### config.mk
export PLATFORM = sky130hd
export DESIGN_NAME = round_robin_grant
export DESIGN_NICKNAME = d
export VERILOG_FILES = /design/src/rtl/round_robin_grant_pkg.sv /design/src/rtl/round_robin_grant_priority_one_hot.sv /design/src/rtl/round_robin_grant.sv
export SDC_FILE = /design/constraint.sdc
export NUM_CORES = 1
export LEC_CHECK = 0
export ABC_AREA = 1
export CORE_AREA = 2 2 39 41
export DETAILED_ROUTE_END_ITERATION = 10
export DIE_AREA = 0 0 41 43
export GPL_TIMING_DRIVEN = 0
export PLACE_DENSITY = 0.78
export RECOVER_POWER = 100
export SETUP_SLACK_MARGIN = 0.5
export SKIP_LAST_GASP = 1
export SYNTH_ARGS = -nofsm -noshare
export SYNTH_HDL_FRONTEND = slang
export SYNTH_HIERARCHICAL = 1
export SYNTH_SLANG_ARGS = --single-unit
### constraint.sdc
create_clock -name clk_i -period 1.95 [get_ports clk_i]
set_input_delay 0.2925 -clock clk_i [delete_from_list [all_inputs] [get_ports clk_i]]
set_output_delay 0.2925 -clock clk_i [all_outputs]
set_load 0.01 [all_outputs]
### src/rtl/round_robin_grant_pkg.sv
// Shared helpers for the round-robin grant arbiter and its priority picker.
package round_robin_grant_pkg;

    function automatic int wrapNext(input int idx, input int count);
        return (idx + 1 >= count) ? 0 : idx + 1;
    endfunction

endpackage

### src/rtl/round_robin_grant_priority_one_hot.sv
// Combinational rotating-priority picker: first set request at or after ptr_i, wrapping.
module priority_one_hot
    import round_robin_grant_pkg::*;
#(
    parameter int REQ_COUNT   = 4,
    parameter int INDEX_WIDTH = $clog2(REQ_COUNT)
) (
    input  logic [REQ_COUNT-1:0]   req_i,
    input  logic [INDEX_WIDTH-1:0] ptr_i,
    output logic [REQ_COUNT-1:0]   grant_o,
    output logic [INDEX_WIDTH-1:0] index_o
);

    logic [REQ_COUNT-1:0] mask;
    logic [REQ_COUNT-1:0] masked;
    logic [REQ_COUNT-1:0] source;
    logic [REQ_COUNT-1:0] pick;

    // Requests below the pointer only win when nothing at or above it is pending.
    always_comb begin
        mask = '0;
        for (int i = 0; i < REQ_COUNT; i++) begin
            mask[i] = (i >= int'(ptr_i));
        end
        masked  = req_i & mask;
        source  = (|masked) ? masked : req_i;
        pick    = source & (~source + REQ_COUNT'(1));
        index_o = '0;
        for (int i = 0; i < REQ_COUNT; i++) begin
            if (pick[i]) begin
                index_o = INDEX_WIDTH'(i);
            end
        end
        grant_o = pick;
    end

endmodule

### src/rtl/round_robin_grant.sv
// Registered round-robin arbiter; the grant is held until the owner pulses release.
module round_robin_grant
    import round_robin_grant_pkg::*;
#(
    parameter int REQ_COUNT   = 4,
    parameter int INDEX_WIDTH = $clog2(REQ_COUNT)
) (
    input  logic                   clk_i,
    input  logic                   rst_n_i,
    input  logic [REQ_COUNT-1:0]   requests_i,
    input  logic                   release_i,
    output logic [REQ_COUNT-1:0]   grant_o,
    output logic                   grantValid_o,
    output logic [INDEX_WIDTH-1:0] grantIndex_o
);

    typedef enum logic {
        IDLE  = 1'b0,
        OWNED = 1'b1
    } state_e;

    state_e                 state_q, state_d;
    logic [REQ_COUNT-1:0]   grant_q, grant_d;
    logic                   grantValid_q, grantValid_d;
    logic [INDEX_WIDTH-1:0] grantIdx_q, grantIdx_d;
    logic [INDEX_WIDTH-1:0] ptr_q, ptr_d;
    logic [INDEX_WIDTH-1:0] searchPtr;
    logic [REQ_COUNT-1:0]   arbGrant;
    logic [INDEX_WIDTH-1:0] arbIdx;
    logic                   anyReq;
    logic                   handOff;

    assign anyReq  = |requests_i;
    assign handOff = (state_q == OWNED) && release_i;

    // On hand-off the outgoing owner drops to lowest priority before the same-cycle search.
    assign searchPtr = handOff ? INDEX_WIDTH'(wrapNext(int'(grantIdx_q), REQ_COUNT)) : ptr_q;

    priority_one_hot #(
        .REQ_COUNT   (REQ_COUNT),
        .INDEX_WIDTH (INDEX_WIDTH)
    ) u_pick (
        .req_i   (requests_i),
        .ptr_i   (searchPtr),
        .grant_o (arbGrant),
        .index_o (arbIdx)
    );

    always_ff @(posedge clk_i or negedge rst_n_i) begin
        if (!rst_n_i) begin
            state_q      <= IDLE;
            grant_q      <= '0;
            grantValid_q <= 1'b0;
            grantIdx_q   <= '0;
            ptr_q        <= '0;
        end else begin
            state_q      <= state_d;
            grant_q      <= grant_d;
            grantValid_q <= grantValid_d;
            grantIdx_q   <= grantIdx_d;
            ptr_q        <= ptr_d;
        end
    end

    always_comb begin
        state_d = state_q;
        unique case (state_q)
            IDLE:    if (anyReq) state_d = OWNED;
            OWNED:   if (release_i && !anyReq) state_d = IDLE;
            default: state_d = IDLE;
        endcase
    end

    // With no requests the picker yields zero grant and index, which doubles as the idle value.
    always_comb begin
        grant_d      = grant_q;
        grantValid_d = grantValid_q;
        grantIdx_d   = grantIdx_q;
        ptr_d        = ptr_q;
        if ((state_q == IDLE) || handOff) begin
            grant_d      = arbGrant;
            grantValid_d = anyReq;
            grantIdx_d   = arbIdx;
        end
        if (handOff) begin
            ptr_d = searchPtr;
        end
    end

    assign grant_o      = grant_q;
    assign grantValid_o = grantValid_q;
    assign grantIndex_o = grantIdx_q;

endmodule
After elaboration in Yosys (flattened, before gate mapping)
Index checks and enable logic that the tools add are counted.

Register bits: 10. Input port bits: 7. Logic and storage cells: 30.

Add/subtract/negate cells: 2. $lt $le $gt $ge: 4. Mux-type cells: 9. Bitwise gates (word level): 4. Reduce and logical (&&, ||, !) cells: 6.

Operators with widths (number): bitwise AND 4 bit (2); two-way mux 2 bit (4); OR reduction 4 bit (2); adder 4 x 1 -> 4 bit (second input constant) (1); >= comparator 1 x 2 -> 1 bit (first input constant) (2); two-way mux 4 bit (1); inverter 4 bit (1); adder 2 x 1 -> 3 bit (second input constant) (1); >= comparator 3 bit (second input constant) (1); two-way mux 1 bit (3); >= comparator 2 bit (first input constant) (1); logical AND 1 bit (2); one-hot mux 1 bit (2 select lines) (1); logical NOT 1 bit (1); logical OR 1 bit (1); inverter 1 bit (1).

Longest topological paths before layout
Gate-level depths: netlist of run 1.

Word-level depth: 14. Gate-level depth with buffers: 13.

Hierarchy
Netlist of run 1, hierarchy kept.

Modules (own cells, without submodules): round_robin_grant (instances 1, cells an instance 49, area each 429.2 sq um); priority_one_hot (instances 1, cells an instance 22, area each 141.4 sq um).

Worst setup path after synthesis of run 1
OpenSTA, ideal clock, no wires.

Path kind: reg-to-reg. Start point: register grantIdx_q[0] (netlist: grantIndex_o[0]). End point: register grantIdx_q[1] (netlist: grantIndex_o[1]). Data arrival time: 1455 ps. Data required time: 1833 ps. Setup slack: 378 ps. Cell stages (with the launch flop): 14. Path buffers: 0. Period minus slack after synthesis: 1572 ps. Cell sequence: dfrtp_1 -> ha_1 -> inv_1 -> nand2_1 -> o21ai_0 -> nand2_1 -> nand2_2 -> nand3_2 -> nand2_2 -> nand2_4 -> nand3b_2 -> nand2_1 -> nand2_1 -> nand2_1.

Longest elaborated chain between the ends: 13.

RTL lines: start, declared (line round_robin_grant.sv:25) `logic [INDEX_WIDTH-1:0] grantIdx_q, grantIdx_d;`; start signal, assigned (line round_robin_grant.sv:60) `grantIdx_q <= grantIdx_d;`; adder 2 x 1 -> 3 bit (*) (line round_robin_grant_pkg.sv:5) `return (idx + 1 >= count) ? 0 : idx + 1;`; >= comparator 3 bit (line round_robin_grant_pkg.sv:5); two-way mux 2 bit (*) (line round_robin_grant_pkg.sv:5); two-way mux 2 bit (*) (line round_robin_grant.sv:37) `assign searchPtr = handOff ? INDEX_WIDTH'(wrapNext(int'(grantIdx_q), REQ_COUNT)) : ptr_q;`; named net searchPtr[0] (line round_robin_grant.sv:27) `logic [INDEX_WIDTH-1:0] searchPtr;`; >= comparator 1 x 2 -> 1 bit / >= comparator 2 bit (equally long branches) (line round_robin_grant_priority_one_hot.sv:23) `mask[i] = (i >= int'(ptr_i));`; bitwise AND 4 bit (*) (line round_robin_grant_priority_one_hot.sv:25) `masked = req_i & mask;`; OR reduction 4 bit (line round_robin_grant_priority_one_hot.sv:26) `source = (|masked) ? masked : req_i;`; two-way mux 4 bit (*) (line round_robin_grant_priority_one_hot.sv:26); inverter 4 bit (line round_robin_grant_priority_one_hot.sv:27) `pick = source & (~source + REQ_COUNT'(1));`; adder 4 x 1 -> 4 bit (line round_robin_grant_priority_one_hot.sv:27); bitwise AND 4 bit (*) (line round_robin_grant_priority_one_hot.sv:27); two-way mux 2 bit (line round_robin_grant_priority_one_hot.sv:30) `if (pick[i]) begin`; two-way mux 2 bit (*) (line round_robin_grant_priority_one_hot.sv:30); named net arbIdx[1] (line round_robin_grant.sv:29) `logic [INDEX_WIDTH-1:0] arbIdx;`.

Mark *: on every way through the listed nets, which the timed path passes. The rest lies on a longest branch. A chain may end at the register's enable or synchronous reset.

Worst setup path after layout of run 1
Start point: input release_i. End point: register grantIdx_q[0] (netlist: grantIndex_o[0]).

Longest elaborated chain between the ends: 12.

RTL lines: start, declared (line round_robin_grant.sv:11) `input logic release_i,`; logical AND 1 bit (*) (line round_robin_grant.sv:34) `assign handOff = (state_q == OWNED) && release_i;`; two-way mux 2 bit (*) (line round_robin_grant.sv:37); named net searchPtr[0] (line round_robin_grant.sv:27); >= comparator 1 x 2 -> 1 bit / >= comparator 2 bit (equally long branches) (line round_robin_grant_priority_one_hot.sv:23); bitwise AND 4 bit (*) (line round_robin_grant_priority_one_hot.sv:25); OR reduction 4 bit (line round_robin_grant_priority_one_hot.sv:26); two-way mux 4 bit (*) (line round_robin_grant_priority_one_hot.sv:26); inverter 4 bit (line round_robin_grant_priority_one_hot.sv:27); adder 4 x 1 -> 4 bit (line round_robin_grant_priority_one_hot.sv:27); bitwise AND 4 bit (*) (line round_robin_grant_priority_one_hot.sv:27); two-way mux 1 bit (line round_robin_grant_priority_one_hot.sv:30); two-way mux 2 bit (line round_robin_grant_priority_one_hot.sv:30); two-way mux 2 bit (*) (line round_robin_grant_priority_one_hot.sv:30); named net arbIdx[0] (line round_robin_grant.sv:29).

Marked as above.

==> reports/qor.yml, run 1 <==
clocking:
  clk_pin_slew_ns: 0.06
  worstSkewPairLatency_ns: 0.26
  hold_buffers: 0
  cts-root-buf: "clkbuf_4"
  cts_tree: "yes"
  clock_path_buffers: 2
  cts.htree.levels: 1
  numCtsBuffers: 3
  clock_sinks: 10
setup_path:
  reg2reg_depth: 11
  reg2reg_setup_slack_ns: 0.33
  worstPathArrival_ns: 1.84
  cp-start-kind: "primary input"
  worstPathMaxFanout: 4
  cp-end-kind: "flip-flop"
  critPathKind: "primary input to flip-flop"
  r2r_end: "grantIndex_o[1]"
  worstPathRequired_ns: 2.09
  r2r_start: "grantIndex_o[0]"
yosys:
  syn-num-nets: 79
  ys_ff_latch: 10
  synth_compound_area_share_pct: 7.237
  synth.mux.area_fraction_pct: 0
  synth_top_family_by_area: "simple AND/OR/NAND/NOR gates"
  synth_xor_area_share_pct: 0
  synth_warnings: 6
  synth_seq_area_share_pct: 43.86
  synth_cells: 71
  synth-simple-area-share_pct: 38.60
  synth_area_per_cell_um2: 8.036
  syn_area_um2: 570.5
  yosysUniqueCellTypes: 17
  synth_adder_area_share_pct: 2.193
die:
  dieHeight_um: 43
  io-pin-count: 14
  die_w_um: 41
  placement_rows: 14
  dieArea_mm2: 0.001763
  core-area_mm2: 0.001384
  initial_utilization_pct: 41.23
timing:
  report.final.slew_viol_count: 0
  fin_crit_sh_pct: 87.42
  final-setup-viol-count: 0
  max_freq_mhz: 586.6
  rsz0062_at_grt: "yes"
  finalSetupTns_ns: 0
  hold_viol: 0
  fin_skew_ns: 0.0008719
  relSlewSlack_pct: 69.66
  min_period_ns: 1.705
  worst_slew_pin_slew_ns: 0.4536
  setup_ws_ns: 0.2454
placed_design:
  place_inst: 100
  place_congestion: 0.6775
  dp_slack_ns: 0.07095
  port_buffers: 13
  place_hpwl_um: 787
detailed_routing:
  drt_first_iter_violations: 2
  drc: 0
  ant_nets: 0
  wl_mm: 1.036
  wl_per_cell_um: 9.962
  vias: 489
  routed_via_density: 4.702
  dr.pass1.iters: 2
hold_path:
  hold_path.class: "primary input to asynchronous set/reset pin"
global_route:
  grt_use_met3_pct: 6.283
  antenna_found_initial: 0
  grt_max_degree: 11
  grt_first_pass_wirelength_mm: 1.766
  busiest_layer: "met1"
  grt_pass1_vias: 435
  grt_overflow: 0
  grtUsageTotal_pct: 15.17
  grtUsageMet2_pct: 20.00
  use_met1_pct: 20.54
finish:
  final_cells: 104
  drive_gt1_share_pct: 28.41
  final_util_pct: 55.70
  fin_nets: 98
  fill_cells: 136
  diodes: 0
  area_growth_pct: 35.09
pwr:
  irDropWorstVdd_v: 0.0004013
  power.density_mw_per_mm2: 931.7
  power.leakage_nw: 0.4063
status:
  status: "completed"
job:
  drv_cap: 0
==> where the power goes <==
part           internal (mW)  leakage (nW)  switching [mW]  total (mW)
combinational          0.137         0.270           0.167       0.304
sequential             0.251         0.122          0.0258       0.277
clock                 0.0711        0.0138          0.0660       0.137
total                  0.459         0.406           0.259       0.718
==> critical path: stages <==
cell	delay, ns
dlygate4sd3_1	0.59
nand2_1	0.15
nand2_1	0.09
o21ai_2	0.08
nand2_2	0.08
nand2_4	0.10
nand3_2	0.07
nand2_2	0.09
nand2_4	0.06
inv_2	0.07
a21oi_2	0.03
nand2_1	0.06
o21ai_1	0.07
==> synth_stat cells (all sizes together) <==
| cell type | n | area, µm² |
|---|---|---|
| a31oi | 1 | 21.27 |
| ha | 1 | 12.51 |
| nand2 | 35 | 161.4 |
| dfrtp | 10 | 250.2 |
| nand3b | 1 | 11.26 |
| a21oi | 1 | 5.000 |
| nand3 | 4 | 30.03 |
| inv | 11 | 46.30 |
| nor2 | 3 | 11.26 |
| or2 | 1 | 6.260 |
| o21ai | 3 | 15.01 |
==> logic make-up after synthesis <==
kind of cell / count (synthesis)
simple gates: 44
buf+inv: 11
flops: 10
compound gates: 5
fa+ha+maj: 1
==> cells in the final DEF, fill, tap and decap left out, types with 2 or more instances in the layout <==
cell             synthesis  routed
clkdlybuf4s50_1          0       4
dlygate4sd2_1            0       3
nand2_1                 27      26
clkdlybuf4s25_1          0       4
nor2_1                   3       3
dfrtp_1                 10      10
clkbuf_4                 0       4
inv_1                    8       7
nand3_2                  2       3
dlygate4sd3_1            0       2
nand2_4                  2       2
nand2_2                  6       7
inv_2                    2       3
==> timing repair <==
action	4_1_cts	5_1_grt
buffers inserted	1	0
hold endpoints to repair	0	0
gates resized for setup	4	13
pin swaps	3	8
endpoints found under the setup margin	9	10
cloned	0	0
==> per-layer routing <==
layer	share of wire [%]	routed length [µm]	up-vias
li1	-	-	253
met1	42	438	222
met2	53	552	12
met3	3.5	36	2
met4	0.77	8	0
met5	0	0	-
==> flip-flops by register name, summed over array words and instances (netlist names) <==
signal / flops
grant_o: 4
grantIndex_o: 2
ptr_q: 2
grantValid_o: 1
state_q: 1
==> how the worst max path moves through the flow <==
stage	from	end	slack [ns]	cells past startpoint
2_1_floorplan	grantIndex_o[0]	grantIndex_o[1]	0.38	12
3_3_place_gp	release_i	grantIndex_o[1]	0.12	12
3_5_place_dp	release_i	grantIndex_o[0]	0.07	12
4_1_cts	grantIndex_o[0]	grantIndex_o[0]	0.33	12
5_1_grt	release_i	grantIndex_o[0]	0.11	13
6_report	release_i	grantIndex_o[0]	0.25	13
==> stage by stage <==
stage                     cell area (µm²)  power (mW)  hold WS [ns]
final                               770.7      0.7181        0.4155
after global placement              720.7      0.5523        0.4482
after CTS                           750.7      0.6973        0.3630
after detailed placement            720.7      0.5586        0.4572
after floorplan                     570.5      0.4525     -0.003091
after global routing                770.7      0.7818        0.4329
==> area by class of cell <==
type                       instances  area (µm²)  area share [%]
timing repair buffer              14       133.9           17.37
clock buffer                       3       22.52           2.922
multi-input combinational         50       301.5           39.12
sequential                        10       250.2           32.47
inverter                          11       42.54           5.519
tap                               16       20.02           2.597
(Power assumes the default switching activity.)
==> run 2: changes to the inputs <==
- CAP_MARGIN: not set -> 10
- SLEW_MARGIN: not set -> 10
==> results of run 2 <==
No change in the layout: final DEF, timing and power equal those of run 1.
